<file path="config.mk">
export PLATFORM = sky130hd
export DESIGN_NAME = pipe_stage_reg
export DESIGN_NICKNAME = d
export VERILOG_FILES = /design/src/rtl/pipe_pkg.sv /design/src/rtl/pipe_stage_reg.sv
export SDC_FILE = /design/constraint.sdc
export NUM_CORES = 1
export LEC_CHECK = 0
export BUFFER_PORTS_ARGS = -buffer_cell sky130_fd_sc_hd__buf_2
export CAP_MARGIN = 20
export CORE_UTILIZATION = 45
export DETAILED_ROUTE_END_ITERATION = 6
export MAX_ROUTING_LAYER = met4
export PLACE_DENSITY = 0.69
export SYNTH_ARGS = -nofsm -noshare
export SYNTH_HDL_FRONTEND = slang
export SYNTH_SLANG_ARGS = --single-unit
</file>
<file path="constraint.sdc">
create_clock -name clk -period 4.6 [get_ports clk]
set_input_delay 0.23 -clock clk [delete_from_list [all_inputs] [get_ports clk]]
set_output_delay 0.23 -clock clk [all_outputs]
set_load 0.01 [all_outputs]
</file>
<file path="src/rtl/pipe_pkg.sv">
// Shared definitions for the inter-stage pipeline registers: control-bit
// layout, skid-buffer state encoding and per-stage payload widths.
package pipe_pkg;

  // Control-bit vector layout. A bubble carries all-zero control bits.
  localparam int CTRL_W        = 7;
  localparam int CTRL_REGWRITE = 0;
  localparam int CTRL_REGDST   = 1;
  localparam int CTRL_ALUOP    = 2;
  localparam int CTRL_MEMREAD  = 3;
  localparam int CTRL_MEMWRITE = 4;
  localparam int CTRL_MEMTOREG = 5;
  localparam int CTRL_BRANCH   = 6;

  // Skid-buffer occupancy: EMPTY (nothing held), FULL (main only), SKID (both).
  localparam logic [1:0] ST_EMPTY = 2'd0;
  localparam logic [1:0] ST_FULL  = 2'd1;
  localparam logic [1:0] ST_SKID  = 2'd2;

  typedef enum logic [1:0] {
    S_EMPTY = ST_EMPTY,
    S_FULL  = ST_FULL,
    S_SKID  = ST_SKID
  } skid_st_e;

  // Default payload width for each stage boundary.
  localparam int DATA_W_IF_ID  = 64;
  localparam int DATA_W_ID_RR  = 64;
  localparam int DATA_W_RR_EX  = 64;
  localparam int DATA_W_EX_MEM = 64;
  localparam int DATA_W_MEM_WB = 64;

endpackage

</file>
<file path="src/rtl/pipe_stage_reg.sv">
// Inter-stage pipeline register with valid/ready handshake, optional 2-entry
// skid buffer, flush-to-bubble and a saturating stall counter.
module pipe_stage_reg #(
  parameter int DATA_W  = 64,
  parameter int CTRL_W  = pipe_pkg::CTRL_W,
  parameter int PC_W    = 32,
  parameter int SKID_EN = 1,
  parameter int CNT_W   = 16
) (
  input  logic              clk,
  input  logic              reset,
  input  logic              flush,
  input  logic              in_valid,
  output logic              in_ready,
  input  logic [DATA_W-1:0] in_data,
  input  logic [CTRL_W-1:0] in_ctrl,
  input  logic [PC_W-1:0]   in_pc,
  output logic              out_valid,
  input  logic              out_ready,
  output logic [DATA_W-1:0] out_data,
  output logic [CTRL_W-1:0] out_ctrl,
  output logic [PC_W-1:0]   out_pc,
  output logic [CNT_W-1:0]  stall_cnt
);
  import pipe_pkg::*;

  localparam logic [CNT_W-1:0] CNT_MAX = '1;

  logic              main_vld;
  logic [DATA_W-1:0] main_data;
  logic [CTRL_W-1:0] main_ctrl;
  logic [PC_W-1:0]   main_pc;
  logic              in_xfer;
  logic              out_xfer;

  assign in_xfer   = in_valid && in_ready;
  assign out_xfer  = main_vld && out_ready;
  assign out_valid = main_vld;
  assign out_data  = main_data;
  assign out_ctrl  = main_ctrl;  // stored ctrl is zero whenever main is invalid
  assign out_pc    = main_pc;

  generate
    if (SKID_EN != 0) begin : g_skid
      skid_st_e          st, st_nxt;
      logic [DATA_W-1:0] skid_data;
      logic [CTRL_W-1:0] skid_ctrl;
      logic [PC_W-1:0]   skid_pc;
      logic              main_ld_in, main_ld_skid, main_clr, skid_ld;

      // in_ready is decoded straight from the state register, never from out_ready.
      assign in_ready = (st != S_SKID);
      assign main_vld = (st != S_EMPTY);

      // Next-state and register-bank load selects.
      always_comb begin
        st_nxt       = st;
        main_ld_in   = 1'b0;
        main_ld_skid = 1'b0;
        main_clr     = 1'b0;
        skid_ld      = 1'b0;
        case (st)
          S_EMPTY: if (in_xfer) begin
            st_nxt     = S_FULL;
            main_ld_in = 1'b1;
          end
          S_FULL: begin
            if (in_xfer && out_xfer) begin
              main_ld_in = 1'b1;
            end else if (in_xfer) begin
              st_nxt  = S_SKID;
              skid_ld = 1'b1;
            end else if (out_xfer) begin
              st_nxt   = S_EMPTY;
              main_clr = 1'b1;
            end
          end
          S_SKID: if (out_xfer) begin
            st_nxt       = S_FULL;
            main_ld_skid = 1'b1;
          end
          default: st_nxt = S_EMPTY;
        endcase
      end

      // Occupancy state; flush empties both entries.
      always_ff @(posedge clk) begin
        if (reset)      st <= S_EMPTY;
        else if (flush) st <= S_EMPTY;
        else            st <= st_nxt;
      end

      // Main entry: loads from input or promotes the skid entry (oldest first).
      always_ff @(posedge clk) begin
        if (reset) begin
          main_data <= '0;
          main_ctrl <= '0;
          main_pc   <= '0;
        end else if (flush) begin
          main_ctrl <= '0;
        end else if (main_ld_in) begin
          main_data <= in_data;
          main_ctrl <= in_ctrl;
          main_pc   <= in_pc;
        end else if (main_ld_skid) begin
          main_data <= skid_data;
          main_ctrl <= skid_ctrl;
          main_pc   <= skid_pc;
        end else if (main_clr) begin
          main_ctrl <= '0;
        end
      end

      // Skid entry: captures the input that arrives while main is stalled.
      always_ff @(posedge clk) begin
        if (reset) begin
          skid_data <= '0;
          skid_ctrl <= '0;
          skid_pc   <= '0;
        end else if (flush) begin
          skid_ctrl <= '0;
        end else if (skid_ld) begin
          skid_data <= in_data;
          skid_ctrl <= in_ctrl;
          skid_pc   <= in_pc;
        end else if (main_ld_skid) begin
          skid_ctrl <= '0;
        end
      end
    end else begin : g_single
      // Single register: accept whenever the held entry leaves or none is held.
      assign in_ready = out_ready || !main_vld;

      // Main entry: load on input, drop to bubble when drained.
      always_ff @(posedge clk) begin
        if (reset) begin
          main_vld  <= 1'b0;
          main_data <= '0;
          main_ctrl <= '0;
          main_pc   <= '0;
        end else if (flush) begin
          main_vld  <= 1'b0;
          main_ctrl <= '0;
        end else if (in_xfer) begin
          main_vld  <= 1'b1;
          main_data <= in_data;
          main_ctrl <= in_ctrl;
          main_pc   <= in_pc;
        end else if (out_xfer) begin
          main_vld  <= 1'b0;
          main_ctrl <= '0;
        end
      end
    end
  endgenerate

  // Saturating count of stalled cycles; a flush cycle is not counted.
  always_ff @(posedge clk) begin
    if (reset)
      stall_cnt <= '0;
    else if (!flush && main_vld && !out_ready && stall_cnt != CNT_MAX)
      stall_cnt <= stall_cnt + 1'b1;
  end

endmodule

</file>
==> flow_summary.ini <==
[critical_path]
cp_slowest_cell = a21o_4
crit_path_start_kind = register
crit_fanout = 112
path_delay_family = compound AO/OA/AOI/OAI gates
crit_arrival_ns = 2.98
crit_chain = and3b_2 > a21o_4 > buf_12 > a21oi_1 > a311oi_1
crit_type = reg2reg
cp_data_required_time_ns = 5.01
slowest_delay_ns = 0.63
cp_num_buf_inv = 1
end_kind = register

[cts]
cts_setup_buffers = 0
ctsResizeCount = 0
cts_buffer_depth = 3
tritoncts = yes
clkLatencyLatePin_ns = 0.52
cts-root-buf = clkbuf_16
cts_made_buffers = 24
cts.sinks = 224
htreeDepth = 1
path_clk_slew_ns = 0.06

[synth]
yosysUniqueCellTypes = 45
synth.top_cell.area_share_pct = 48.6
synth_mux_area_share_pct = 10.8
ys_ff_latch = 224
synth_compound_area_share_pct = 22.9
synthSimpleGateAreaFrac_pct = 12.7
ys_seq_area_share_pct = 48.6
syn_nets = 1143
synth_top_family_by_area = compound AO/OA/AOI/OAI gates
yosysTopAreaCell = dfxtp_1
synth_edf_count = 0
syn-cell-area_um2 = 9230
synth.avg_cell_area_um2 = 8.93
synth_area_leaders = dfxtp_1, a21oi_1, mux2i_1
ys_warn_count = 0
syn-instance-count = 1034
synthFlopType = dfxtp_1
synthAdderAreaFrac_pct = 0.136
synthArstFlopShare_pct = 0
synthXorXnorAreaFrac_pct = 0

[die]
die_y_um = 145
ios = 229
coreArea_um2 = 20200
die_w_um = 145
core.rowCount = 52
die-area_um2 = 21100
initial_core_util_pct = 45.8

[sta]
final.setup.tns_ns = 0
worstMarginPinSlew_ns = 1.14
rsz0062_at_grt = no
slew_headroom_pct = 24.2
period_share_pct = 55.9
maxSlewViolCount = 0
max_freq_mhz = 389
fin_crit_ns = 2.57
setup_viol = 0
skew_ns = 0.0255
fin_ws_ns = 2.03
hold_violations = 0

[cells_and_area]
diodes = 0
seq_area_um2 = 4480
final_area_um2 = 12200
final_common_cell = buf_2
num-fill-cells = 1765
multiInputGateArea_um2 = 4320
area_growth_pct = 32.3
fin_nets = 1406
drive_above_1_share_pct = 22.2
mostFrequentLayoutCells = buf_2, dfxtp_1, a21oi_1

[drt]
drc_errors = 0
wl_per_cell_um = 15.8
routed_via_density = 5.47
dr.pass1.iters = 6
drtAntennaViolNets = 0
drt-initial-drc-count = 589
vias = 8659
wl_um = 25000

[pwr]
leakage_uw = 0.00484
ir_drop_mv = 0.236
powerDensity_nw_per_um2 = 363

[grt]
antenna_found_initial = 0
grt_usage_pct = 23.4
grt_pass1_vias = 8148
grt_pass1_wl_um = 40700
grt_max_degree = 121
globalRouteOverflowTotal = 0

[placed_design]
placed_area_um2 = 10400
dp_hpwl_um = 14000
io_buffers = 228
pre_cts_ws_ns = 2.13
globalplace.congestion = 0.799

[flow_run]
drv_cap = 0

[min_path]
hold_path_class = in2reg

[status]
status = complete, no violations
[tightest hold or removal path: stages]
cell and delay [ns]:
buf_2 0.13, nand2b_1 0.14, a211oi_1 0.10
[final cells by class]
cell class | instances | area share, %
timing repair buffer | 340 | 18.8
multi-input combinational | 704 | 35.4
inverter | 3 | 0.133
sequential | 224 | 36.7
tap | 270 | 2.77
clock inverter | 6 | 0.389
clock buffer | 36 | 5.86
[logic make-up (layout without fill, tap and decap cells)]
family / after synthesis / in the layout
compound gates: 333 / 333
fa+ha+maj: 1 / 1
buf+inv: 106 / 385
flops: 224 / 224
mux: 99 / 99
simple gates: 271 / 271
[registers in the layout, indices dropped and copies added, names as in the netlist]
signal	count
g_skid.st	2
out_data	64
g_skid.skid_ctrl	7
g_skid.skid_pc	32
out_pc	32
stall_cnt	16
out_ctrl	7
g_skid.skid_data	64
[stage by stage]
step | utilization [%] | cells | total power, uW | hold WS, ns
finish | 60.6 | 1583 | 4440 | 0.127
global route | 60.6 | 1583 | 4620 | 0.153
CTS | 60.4 | 1582 | 4470 | 0.0988
detailed placement | 51.5 | 1437 | 2560 | 0.446
global placement | 51.5 | 1437 | 2550 | 0.440
floorplan | - | 1034 | 2380 | 0.366
[per-layer routing]
layer  vias up  global-route usage (%)  wire, um  part of all wire, %
met5         -                       -         0                    0
li1       4304                       -         -                    -
met1      4040                    30.1     11200                   45
met2       274                    37.6     11600                   47
met4         0                    6.95       690                  2.8
met3        41                    4.09      1500                  6.0
[where the power goes]
part           switching, uW  internal (uW)  leakage (uW)
logic                    301            247       0.00264
clock network            767           1070      0.000375
registers               36.6           2010       0.00182
[repair_timing]
item	in CTS	in global routing
hold buffers	103	0
endpoints found under the setup margin	0	0
endpoints found under the hold margin	109	0
[Yosys cell counts, types with 5 or more instances]
master / count
nor4_1: 5
clkbuf_1: 64
a222oi_1: 7
nand2_1: 201
a311oi_1: 98
mux2i_1: 96
dfxtp_1: 224
o21ai_0: 7
a21oi_1: 203
nor3_1: 6
a22oi_1: 7
or3_1: 5
nor2_1: 21
buf_2: 36
[final timing paths]
kind | endpoint | cells after the start | start | slack, ns
min reg2reg | g_skid.skid_data[27]$_SDFFE_PP0P_ | 2 | g_skid.skid_data[27]$_SDFFE_PP0P_ | 0.45
min | g_skid.st[1]$_SDFFE_PP0P_ | 3 | in_valid | 0.13
max | out_pc[8]$_SDFFE_PP0P_ | 5 | g_skid.st[1]$_SDFFE_PP0P_ | 2.03
max reg2reg | out_pc[8]$_SDFFE_PP0P_ | 5 | g_skid.st[1]$_SDFFE_PP0P_ | 2.03
(Power assumes the default switching activity.)
